===== src/rtl/clock_pkg.sv =====
// Shared constants for the time-of-day engine: field limits, adjust-field
// select codes and the control FSM state encoding.
package clock_pkg;

    localparam int HOUR_MAX = 23;
    localparam int MIN_MAX  = 59;
    localparam int SEC_MAX  = 59;

    // adj_field encoding
    localparam logic [1:0] FIELD_NONE = 2'd0;
    localparam logic [1:0] FIELD_HOUR = 2'd1;
    localparam logic [1:0] FIELD_MIN  = 2'd2;
    localparam logic [1:0] FIELD_SEC  = 2'd3;

    // control FSM states
    localparam logic [1:0] ST_RUN  = 2'd0;
    localparam logic [1:0] ST_HOLD = 2'd1;
    localparam logic [1:0] ST_ADJ  = 2'd2;

    // 12-hour view of a canonical 0..23 hour: 0 -> 12, 13..23 -> 1..11.
    function automatic logic [4:0] to_12h(input logic [4:0] h);
        if (h == 5'd0)       return 5'd12;
        else if (h > 5'd12)  return h - 5'd12;
        else                 return h;
    endfunction

endpackage


===== src/rtl/mod_wrap_cnt.sv =====
// Wrapping up/down counter for one time field (0..MAX).
// load has priority over stepping; inc and dec together cancel.
// carry flags an increment that wraps MAX -> 0 this cycle.
module mod_wrap_cnt #(
    parameter int W       = 6,
    parameter int MAX     = 59,
    parameter int RST_VAL = 0
) (
    input  logic         clk,
    input  logic         rst_n,
    input  logic         inc,
    input  logic         dec,
    input  logic         load,
    input  logic [W-1:0] load_val,
    output logic [W-1:0] value,
    output logic         carry
);

    localparam logic [W-1:0] MAX_V = W'(MAX);
    localparam logic [W-1:0] RST_V = W'(RST_VAL);

    logic [W-1:0] value_q, value_d;

    // Next value: load, else single step with wrap in either direction.
    always_comb begin
        value_d = value_q;
        if (load)
            value_d = load_val;
        else if (inc && !dec)
            value_d = (value_q == MAX_V) ? '0 : value_q + 1'b1;
        else if (dec && !inc)
            value_d = (value_q == '0) ? MAX_V : value_q - 1'b1;
    end

    // Field register.
    always_ff @(posedge clk or negedge rst_n) begin
        if (!rst_n) value_q <= RST_V;
        else        value_q <= value_d;
    end

    assign value = value_q;
    assign carry = inc & ~dec & ~load & (value_q == MAX_V);

endmodule


===== src/rtl/clock_core_param.sv =====
// Parametrised 24-hour time-of-day engine with load handshake, per-field
// adjust, day rollover pulse and day counter. The 12-hour view and pm flag
// are derived combinationally from the single 24-hour base.
// Optional alarm compare is enabled by defining CLOCK_ALARM_EN.
//
// Load handshake: a load transfers when load_valid & load_ready are both
// high on a clock edge; load_ready is high outside ADJ. An accepted load
// with an out-of-range field leaves the time untouched and pulses load_err.
module clock_core_param
    import clock_pkg::*;
#(
    parameter int RST_HOUR  = 0,
    parameter int RST_MIN   = 0,
    parameter int RST_SEC   = 0,
    parameter int DAY_CNT_W = 16
) (
    input  logic                 clk,
    input  logic                 rst_n,
    input  logic                 tick_en,
    input  logic                 run,
    input  logic                 load_valid,
    output logic                 load_ready,
    input  logic [4:0]           load_hour,
    input  logic [5:0]           load_min,
    input  logic [5:0]           load_sec,
    output logic                 load_err,
    input  logic [1:0]           adj_field,
    input  logic                 adj_up,
    input  logic                 adj_down,
    input  logic                 fmt_12h,
    output logic [4:0]           hour,
    output logic [5:0]           minute,
    output logic [5:0]           second,
    output logic [4:0]           disp_hour,
    output logic                 pm,
    output logic                 day_pulse,
    output logic [DAY_CNT_W-1:0] day_count,
`ifdef CLOCK_ALARM_EN
    input  logic                 alarm_arm,
    input  logic [4:0]           alarm_hour,
    input  logic [5:0]           alarm_min,
    output logic                 alarm_hit,
`endif
    output logic [1:0]           dbg_state
);

    logic [1:0]           state_q, state_d;
    logic [DAY_CNT_W-1:0] day_count_q;
    logic                 day_pulse_q, load_err_q;
    logic                 in_run, in_adj;
    logic                 load_acc, load_ok, load_apply;
    logic                 step_up, step_dn, tick, rollover;
    logic                 sec_inc, sec_dec, min_inc, min_dec, hour_inc, hour_dec;
    logic                 sec_carry, min_carry, hour_carry;

    assign in_run     = (state_q == ST_RUN);
    assign in_adj     = (state_q == ST_ADJ);
    assign load_ready = ~in_adj;
    assign load_acc   = load_valid & load_ready;
    assign load_ok    = (load_hour <= 5'(HOUR_MAX)) && (load_min <= 6'(MIN_MAX))
                        && (load_sec <= 6'(SEC_MAX));
    assign load_apply = load_acc & load_ok;

    // Adjust only in ADJ; a simultaneous up/down is a no-op.
    assign step_up  = in_adj & adj_up & ~adj_down;
    assign step_dn  = in_adj & adj_down & ~adj_up;
    // A tick is lost (not queued) when a load is accepted in the same cycle.
    assign tick     = in_run & tick_en & ~load_acc;

    // Carries only ripple on ticks; adjust never carries into neighbours.
    assign sec_inc  = tick | (step_up & (adj_field == FIELD_SEC));
    assign sec_dec  = step_dn & (adj_field == FIELD_SEC);
    assign min_inc  = (tick & sec_carry) | (step_up & (adj_field == FIELD_MIN));
    assign min_dec  = step_dn & (adj_field == FIELD_MIN);
    assign hour_inc = (tick & sec_carry & min_carry) | (step_up & (adj_field == FIELD_HOUR));
    assign hour_dec = step_dn & (adj_field == FIELD_HOUR);
    assign rollover = tick & sec_carry & min_carry & hour_carry;

    mod_wrap_cnt #(.W(6), .MAX(SEC_MAX), .RST_VAL(RST_SEC)) u_sec (
        .clk(clk), .rst_n(rst_n), .inc(sec_inc), .dec(sec_dec),
        .load(load_apply), .load_val(load_sec), .value(second), .carry(sec_carry)
    );

    mod_wrap_cnt #(.W(6), .MAX(MIN_MAX), .RST_VAL(RST_MIN)) u_min (
        .clk(clk), .rst_n(rst_n), .inc(min_inc), .dec(min_dec),
        .load(load_apply), .load_val(load_min), .value(minute), .carry(min_carry)
    );

    mod_wrap_cnt #(.W(5), .MAX(HOUR_MAX), .RST_VAL(RST_HOUR)) u_hour (
        .clk(clk), .rst_n(rst_n), .inc(hour_inc), .dec(hour_dec),
        .load(load_apply), .load_val(load_hour), .value(hour), .carry(hour_carry)
    );

    // Mode select: any non-zero field forces ADJ, otherwise run picks RUN/HOLD.
    always_comb begin
        state_d = ST_HOLD;
        if (adj_field != FIELD_NONE) state_d = ST_ADJ;
        else if (run)                state_d = ST_RUN;
    end

    // State, day counter and single-cycle status pulses.
    always_ff @(posedge clk or negedge rst_n) begin
        if (!rst_n) begin
            state_q     <= ST_RUN;
            day_count_q <= '0;
            day_pulse_q <= 1'b0;
            load_err_q  <= 1'b0;
        end else begin
            state_q     <= state_d;
            day_pulse_q <= rollover;
            load_err_q  <= load_acc & ~load_ok;
            if (rollover) day_count_q <= day_count_q + 1'b1;
        end
    end

`ifdef CLOCK_ALARM_EN
    logic       alarm_hit_q;
    logic [5:0] min_next;
    logic [4:0] hour_next;

    // Time a tick would produce when seconds wrap to 00.
    assign min_next  = min_carry ? 6'd0 : minute + 6'd1;
    assign hour_next = min_carry ? (hour_carry ? 5'd0 : hour + 5'd1) : hour;

    // Alarm fires only on tick-produced hh:mm:00, aligned with the new time.
    always_ff @(posedge clk or negedge rst_n) begin
        if (!rst_n) alarm_hit_q <= 1'b0;
        else        alarm_hit_q <= alarm_arm & tick & sec_carry
                                   & (min_next == alarm_min) & (hour_next == alarm_hour);
    end

    assign alarm_hit = alarm_hit_q;
`endif

    assign disp_hour = fmt_12h ? to_12h(hour) : hour;
    assign pm        = (hour >= 5'd12);
    assign day_pulse = day_pulse_q;
    assign day_count = day_count_q;
    assign load_err  = load_err_q;
    assign dbg_state = state_q;

endmodule


===== config.mk =====
export PLATFORM = sky130hd
export DESIGN_NAME = clock_core_param
export DESIGN_NICKNAME = d
export VERILOG_FILES = /design/src/rtl/clock_pkg.sv /design/src/rtl/mod_wrap_cnt.sv /design/src/rtl/clock_core_param.sv
export SDC_FILE = /design/constraint.sdc
export NUM_CORES = 1
export LEC_CHECK = 0
export CAP_MARGIN = 20
export CELL_PAD_IN_SITES_DETAIL_PLACEMENT = 1
export CELL_PAD_IN_SITES_GLOBAL_PLACEMENT = 2
export CORE_AREA = 2 2 108 89
export CTS_BUF_LIST = sky130_fd_sc_hd__clkbuf_4
export CTS_CLUSTER_SIZE = 40
export DETAILED_ROUTE_END_ITERATION = 7
export DIE_AREA = 0 0 110 91
export PLACE_DENSITY_LB_ADDON = 0.1
export SYNTH_ARGS = -nofsm -noshare
export SYNTH_HDL_FRONTEND = slang
export SYNTH_SLANG_ARGS = --single-unit

===== constraint.sdc =====
create_clock -name clk -period 5.2 [get_ports clk]
set_clock_uncertainty 0.15 [all_clocks]
set_input_delay 0.78 -clock clk [delete_from_list [all_inputs] [get_ports clk]]
set_output_delay 0.78 -clock clk [all_outputs]
set_load 0.02 [all_outputs]

Word-level counts from Yosys, hierarchy flattened
Cells that the tools add are included.
{"block": "totals", "regBits": 37, "latchBits": 0, "ramBits": 0, "romBits": 0, "in_bits": 27, "memories": 0}
{"block": "op_classes", "addsub": 8, "mul": 0, "div_mod_pow": 0, "order_cmp": 5, "n_eq_ne": 7, "shifts": 0, "mux": 20, "bitwise_logic": 39, "n_reduce_logical": 22}
{"cell": "6-bit two-way mux", "count": 10}
{"cell": "5-bit two-way mux", "count": 8}
{"cell": "1-bit bitwise AND", "count": 27}
{"cell": "16-bit by 1-bit adder with 16-bit output, second input constant", "count": 1}
{"cell": "6-bit by 1-bit adder with 6-bit output, second input constant", "count": 2}
{"cell": "6-bit equality test, second input constant", "count": 2}
{"cell": "6-bit less-or-equal comparator, second input constant", "count": 2}
{"cell": "6-bit zero test", "count": 2}
{"cell": "6-bit by 1-bit subtractor with 6-bit output, second input constant", "count": 2}
{"cell": "1-bit inverter", "count": 9}
{"cell": "3-bit nonzero test", "count": 3}
{"cell": "1-bit logical AND", "count": 8}
{"cell": "2-bit equality test, second input constant", "count": 3}
{"cell": "1-bit zero test", "count": 6}
{"cell": "5-bit by 1-bit adder with 5-bit output, second input constant", "count": 1}
{"cell": "5-bit equality test, second input constant", "count": 1}
{"cell": "5-bit by 4-bit >= comparator with 1-bit output, second input constant", "count": 1}
{"cell": "5-bit by 4-bit > comparator with 1-bit output, second input constant", "count": 1}
{"cell": "5-bit less-or-equal comparator, second input constant", "count": 1}
{"cell": "5-bit zero test", "count": 1}
{"cell": "5-bit by 1-bit subtractor with 5-bit output, second input constant", "count": 1}
{"cell": "5-bit by 4-bit subtractor with 5-bit output, second input constant", "count": 1}
{"cell": "1-bit bitwise OR", "count": 3}
{"cell": "2-bit by 1-bit equality test with 1-bit output, second input constant", "count": 1}
{"cell": "other kinds (4)", "count": 4}

Longest topological paths before layout
Gate-level depths: netlist (run 1).
{"block": "logic_depth", "word_depth": 21, "depth_mapped": 8, "ltp_nobuf": 7}

Modules after synthesis
Synthesis (run 1) repeated with hierarchy kept, for this count alone.
{"block": "hier_totals", "hier_cells": 338, "area_unflattened_um2": 2830.2}
{"mod": "mod_wrap_cnt (u_min ...)", "instances": 2, "cells_per_inst": 84, "area_each_um2": 638.1, "seq_area_each_um2": 150.1}
{"mod": "clock_core_param", "instances": 1, "cells_per_inst": 115, "area_each_um2": 1098.6, "seq_area_each_um2": 500.5}
{"mod": "mod_wrap_cnt (u_hour)", "instances": 1, "cells_per_inst": 55, "area_each_um2": 455.4, "seq_area_each_um2": 125.1}

Worst setup path before layout (run 1)
Ideal clock, no wire load.
{"block": "synth_timing", "path_kind": "flip-flop to output port", "from": "register u_hour.value_q[3] (netlist: u_hour.value[3])", "to": "output port disp_hour[3]", "arrival_ps": 1699, "setup_slack_ps": 2571, "path_stages_with_launch": 6, "path_cell_list": "dfrtp_1 > ha_1 > a21oi_1 > o21ai_0 > nor2_1 > o21ai_0"}
{"block": "synth_via", "elab_chain_cells": 4, "word_cells_on_any_way": 6, "cone_classes": "add/sub: 1; order compare: 1; mux: 3; reduce/logical: 1"}
{"element": "start, declared", "line": "mod_wrap_cnt.sv:22", "text": "logic [W-1:0] value_q, value_d;"}
{"element": "start signal, assigned", "line": "mod_wrap_cnt.sv:38", "text": "else value_q <= value_d;"}
{"element": "5-bit by 4-bit subtractor with 5-bit output or 5-bit by 4-bit > comparator with 1-bit output (tied branches)", "line": "clock_pkg.sv:23", "text": "else if (h > 5'd12) return h - 5'd12;"}
{"element": "5-bit two-way mux", "line": "clock_pkg.sv:23"}
{"element": "5-bit two-way mux", "line": "clock_pkg.sv:22", "text": "if (h == 5'd0) return 5'd12;"}
{"element": "5-bit two-way mux (*)", "line": "clock_core_param.sv:135", "text": "assign disp_hour = fmt_12h ? to_12h(hour) : hour;"}
{"element": "end, declared", "line": "clock_core_param.sv:34", "text": "output logic [4:0] disp_hour,"}
Mark *: on every way between the ends. The rest lies on a longest branch, timed or not.

Final worst setup path (run 1)
Same ends and word-level chain as after synthesis.

==> flow_metrics.env, run 1 <==
export IMPL_whs_ns=0.336
export IMPL_dp_hpwl_um=6340
export IMPL_grt_pass1_wl_um=13600
export IMPL_fp_dieH_um=91
export IMPL_cp_start_kind="flip-flop"
export IMPL_ctsLongestPathBuffers=2
export IMPL_grt_pass1_vias=2563
export IMPL_place_gp_congestion=0.756
export IMPL_fin_tns_setup_ns=0
export IMPL_route_detailed_drc=0
export IMPL_cts_root_buf="clkbuf_4"
export IMPL_cp_arrival_ns=2.48
export IMPL_place_area_um2=3520
export IMPL_critPathTopFamily="buffers and inverters"
export IMPL_postLayoutCoreUtil_pct=40.6
export IMPL_cts_sinks=37
export IMPL_p_total_w=0.00132
export IMPL_path_max_fanout=10
export IMPL_crit_path_top_delay_cell="clkdlybuf4s50_1"
export IMPL_postCtsHoldBufs=0
export IMPL_via_per_inst=5.38
export IMPL_final_area_um2=3600
export IMPL_ant_nets=0
export IMPL_synth_seq_area_share_pct=33.4
export IMPL_yosysWarnings=0
export IMPL_drive_gt1_share_pct=8.05
export IMPL_drt_iter0_markers=102
export IMPL_maxSlewViolCount=0
export IMPL_initial_utilization_pct=31.2
export IMPL_cp_required_ns=4.27
export IMPL_coreArea_um2=8880
export IMPL_track_usage_pct=17.4
export IMPL_cts_reportedPaths_clkPinSlew_ns=0.14
export IMPL_drt_wl_total_um=8510
export IMPL_firstDrtPassIters=4
export IMPL_hp_class="reg2reg"
export IMPL_antenna_found_initial=0
export IMPL_synth_distinct_cells=62
export IMPL_critical_path_cell_chain="ha_1, a21oi_1, o21ai_0, nor2_1, o21ai_0, clkdlybuf4s50_1"
export IMPL_n_antenna_cell=0
export IMPL_clock_latency_ns=0.36
export IMPL_synthCells=322
export IMPL_setup_viol=0
export IMPL_timing_hold_violations_final=0
export IMPL_cts_tree="built"
export IMPL_syn_avg_cell_area_um2=8.61
export IMPL_p_per_area_nw_per_um2=368
export IMPL_cap_viol_max_count=0
export IMPL_fin_nets=424
export IMPL_ys_ff_latch=37
export IMPL_ir_drop_v=0.000197
export IMPL_post_drt_wl_per_cell_um=17.0
export IMPL_post_cts_setup_buffers=0
export IMPL_fin_crit_sh_pct=65.5
export IMPL_vias=2691
export IMPL_tightest_slew_ns=0.898
export IMPL_cpPeakStageDelay_ns=0.63
export IMPL_io_pins=71
export IMPL_die_width_um=110
export IMPL_synth_nets=362
export IMPL_synth_edf_count=0
export IMPL_syn_cell_area_um2=2770
export IMPL_endpoint_kind="output pin"
export IMPL_leakagePower_nw=1.51
export IMPL_io_buffers=70
export IMPL_area_growth_pct=30.0
export IMPL_cp_common_cell="o21ai_0"
export IMPL_grt_ovfl_total=0
export IMPL_row_count=31
export IMPL_max_freq_ghz=0.294
export IMPL_slew_limit_headroom_pct=40.1
export IMPL_htree_num_levels=2
export IMPL_nFillCells=1067
export IMPL_status="finished, final reports clean"
export IMPL_timing_critical_path_buf_inv=1
export IMPL_crit_type="reg2out"
export IMPL_grt_max_degree=38
export IMPL_rsz0062_at_grt="no"
export IMPL_design_die_area_um2=10000
export IMPL_numCtsBuffers=5
export IMPL_synth_ff_type="dfrtp_1"
export IMPL_synthArstFlopShare_pct=100
export IMPL_cts_resized=0
export IMPL_fin_crit_ns=3.41
-- final timing paths --
kind / slack [ns] / startpoint / end / cells after the start
worst max-delay path: 1.79 / u_hour.value[3] / disp_hour[3] / 6
worst min-delay path: 0.34 / day_count[15] / day_count[15] / 1
worst max register to register: 2.57 / dbg_state[0] / u_min.value[3] / 5
worst min register to register: 0.34 / day_count[15] / day_count[15] / 1
max in group asynchronous: 3.96 / rst_n / u_sec.value[4] / 1
min in group asynchronous: 0.36 / rst_n / u_hour.value[4] / 1
-- synthesized netlist by cell type (all sizes together) (3+ instances only) --
cell	number	area, um^2
a31oi	6	37.5
a211oi	3	22.5
ha	13	163
nand4	10	68.8
nor2b	3	18.8
xnor2	7	61.3
and3	7	45.1
or3	6	38.8
dfrtp	37	926
or2	3	18.8
a21oi	16	80.1
nor3	12	70.1
xor2	10	87.6
clkbuf	11	52.5
o21a	3	22.5
nand3b	5	37.5
buf	4	38.8
nor4	6	71.3
o211ai	4	30.0
nor3b	4	30.0
o31ai	3	22.5
a22o	3	26.3
o32ai	3	41.3
nor2	32	120
inv	13	48.8
nand3	18	100
o21ai	20	104
nand2	30	113
-- metrics by stage --
step                setup WS, ns  std cells
finish                      1.79        500
global route                1.55        500
CTS                         1.77        500
detailed placement          1.79        492
global placement            1.86        492
floorplan                   2.57        322
-- area by class of cell --
type	count	area, um^2	share of cell area, %
multi-input combinational	257	1710	47.3
sequential	37	926	25.7
timing repair buffer	70	696	19.3
tap	115	144	3.99
inverter	13	48.8	1.35
clock inverter	3	46.3	1.28
clock buffer	5	37.5	1.04
-- power breakdown --
| group | internal, W | switching, W |
|---|---|---|
| Clock | 0.000102 | 0.000118 |
| Sequential | 0.000335 | 0.000122 |
| Combinational | 0.000306 | 0.000341 |
| Total | 0.000744 | 0.000581 |
-- flip-flops by register name, summed over array words and instances, names as in the netlist --
name	cells
dbg_state	2
load_err	1
u_min.value	6
u_sec.value	6
u_hour.value	5
day_pulse	1
day_count	16
-- routing by layer --
layer,routed length [um],global-route usage (%)
met1,4200,26.0
met2,3840,26.2
met3,421,3.30
met4,57,2.85
met5,0,0
-- logic make-up after synthesis --
group	Yosys count	synth area share, %
AND/OR/NAND/NOR	148	30.3
AO/OA/AOI/OAI	75	18.5
buffers and inverters	28	5.06
adder cells (fa/ha/maj)	13	5.87
XOR/XNOR	17	5.37
flip-flops	37	33.4
multiplexers	4	1.53
-- placed cells by master, fill, tap and decap left out, drive strengths merged, types with 7 or more instances in the layout --
cell type	instances
clkdlybuf4s50	69
dfrtp	37
nor2	32
nand2	30
o21ai	20
nand3	18
a21oi	16
inv	13
ha	13
nor3	12
xor2	10
nand4	10
xnor2	7
and3	7
(Power assumes the default switching activity.)
==> run 2: changes to the inputs <==
- CORE_AREA: 2 2 108 89 -> 2 2 111 91
- DIE_AREA: 0 0 110 91 -> 0 0 113 93
- clock period: 5.2 -> 3.3 ns (I/O delays scaled with it)
==> flow_metrics.env, run 2 (synthesis results as in run 1) <==
export IMPL_cp_required_ns=2.65
export IMPL_ant_nets=0
export IMPL_cts_sinks=37
export IMPL_drt_iter0_markers=123
export IMPL_fin_crit_sh_pct=94.7
export IMPL_dpl_worst_slack_ns=0.371
export IMPL_fin_crit_ns=3.12
export IMPL_die_width_um=113
export IMPL_n_antenna_cell=0
export IMPL_final_cell_mix="clkdlybuf4s50_1, dfrtp_1, nor2_1"
export IMPL_placedCellCount=501
export IMPL_firstDrtPassIters=6
export IMPL_grt_pass1_wl_um=14800
export IMPL_slew_limit_headroom_pct=38.1
export IMPL_initial_utilization_pct=29.3
export IMPL_fp_dieH_um=93
export IMPL_tightest_slew_ns=0.929
export IMPL_drive_gt1_share_pct=9.23
export IMPL_critical_path_cell_chain="inv_1, ha_1, and3b_1, nand2_1, o21ai_0, clkdlybuf4s50_1"
export IMPL_htree_num_levels=2
export IMPL_critPathTopFamily="buffers and inverters"
export IMPL_track_usage_pct=17.6
export IMPL_post_drt_wl_per_cell_um=17.4
export IMPL_fin_cells=509
export IMPL_power_share_sequential_pct=32.5
export IMPL_p_per_area_nw_per_um2=600
export IMPL_design_die_area_um2=10500
export IMPL_maxSlewViolCount=0
export IMPL_place_area_um2=3560
export IMPL_area_growth_pct=32.2
export IMPL_via_per_inst=5.29
export IMPL_crit_type="reg2out"
export IMPL_switching_share_pct=42.7
export IMPL_setup_ws_ns=0.176
export IMPL_grt_ovfl_total=0
export IMPL_ctsLongestPathBuffers=2
export IMPL_cts_tree="built"
export IMPL_setup_viol=0
export IMPL_timing_critical_path_buf_inv=2
export IMPL_dp_hpwl_um=6680
export IMPL_hp_class="in2async"
export IMPL_ir_drop_v=0.000193
export IMPL_fin_nets=429
export IMPL_numCtsBuffers=5
export IMPL_timing_hold_violations_final=0
export IMPL_grt_pass1_vias=2774
export IMPL_clockPowerShare_pct=18.7
export IMPL_cap_viol_max_count=0
export IMPL_largest_register_ffs=16
export IMPL_post_cts_setup_buffers=0
export IMPL_violations="DRC"
export IMPL_cpPeakStageDelay_ns=0.62
export IMPL_io_buffers=70
export IMPL_leakagePower_nw=1.55
export IMPL_mostFrequentLayoutCell="clkdlybuf4s50_1"
export IMPL_status="finished, violations left"
export IMPL_cts_reportedPaths_clkPinSlew_ns=0.14
export IMPL_cp_arrival_ns=2.48
export IMPL_io_pins=71
export IMPL_vias=2691
export IMPL_endpoint_kind="output pin"
export IMPL_route_detailed_drc=3
export IMPL_cp_start_kind="flip-flop"
export IMPL_nFillCells=1126
export IMPL_antenna_found_initial=0
export IMPL_p_sw_w=0.000939
export IMPL_rsz0062_at_grt="no"
export IMPL_row_count=32
export IMPL_drt_wl_total_um=8870
export IMPL_place_gp_congestion=0.815
export IMPL_cts_root_buf="clkbuf_4"
export IMPL_clock_latency_ns=0.36
export IMPL_grt_max_degree=38
export IMPL_seqCellArea_um2=926
export IMPL_crit_path_top_delay_cell="clkdlybuf4s50_1"
export IMPL_combPwrFrac_pct=48.8
export IMPL_postLayoutCoreUtil_pct=38.8
export IMPL_path_max_fanout=8
export IMPL_final_area_um2=3660
export IMPL_fin_tns_setup_ns=0
export IMPL_coreArea_um2=9450
export IMPL_internal_power_w=0.00126
export IMPL_multi_input_area_um2=1710
export IMPL_max_freq_ghz=0.320
## run 2: worst register-to-register path: cells and delay by family, from the launching register on
family	cells	cell delay (ns)
and+or+nand+nor	4	1.13
xor gates and xnor gates	1	0.16
DFF	1	0.54
adders and majority gates	1	0.34
## run 2: area by class of cell
class	count	share of cell area, %
multi-input combinational	257	46.5
sequential	37	25.3
timing repair buffer	75	20.0
tap	119	4.06
clock inverter	3	1.78
inverter	13	1.33
clock buffer	5	1.02
## run 2: power by group through the flow
| stage | Combinational (W) | Sequential [W] | Clock (W) |
|---|---|---|---|
| after global routing | 0.00118 | 0.000740 | 0.000443 |
| after CTS | 0.00108 | 0.000713 | 0.000422 |
| after detailed placement | 0.00107 | 0.000723 | 0 |
| final | 0.00107 | 0.000715 | 0.000411 |
| after global placement | 0.00106 | 0.000722 | 0 |
| after floorplan | 0.000597 | 0.000731 | 0 |
## run 2: worst paths after layout
check / startpoint / to / slack [ns] / cells past startpoint
max: u_hour.value[2] / disp_hour[3] / 0.18 / 6
min: rst_n / u_min.value[0] / 0.11 / 1
max reg2reg: u_min.value[0] / day_count[12] / 0.91 / 6
min reg2reg: day_count[15] / day_count[15] / 0.34 / 1
max in group asynchronous: rst_n / u_sec.value[0] / 2.32 / 1
min in group clk: day_count[15] / day_count[15] / 0.34 / 1
## run 2: through the flow
step | hold slack [ns] | total power (W)
after detailed placement | 0.325 | 0.00179
after global placement | 0.327 | 0.00178
after CTS | 0.132 | 0.00221
after global routing | 0.153 | 0.00236
after floorplan | 0.0494 | 0.00133
final | 0.112 | 0.00220
## run 2: per-layer routing
metal | GRT usage, % | wire (um)
met1 | 27.0 | 4670
met2 | 25.9 | 3760
met3 | 2.59 | 381
met4 | 3.66 | 63
met5 | 0 | 0
## run 2: timing repair
item	4_1_cts	5_1_grt
gates resized for setup	0	1
setup endpoints to repair	0	1
hold buffers	0	0
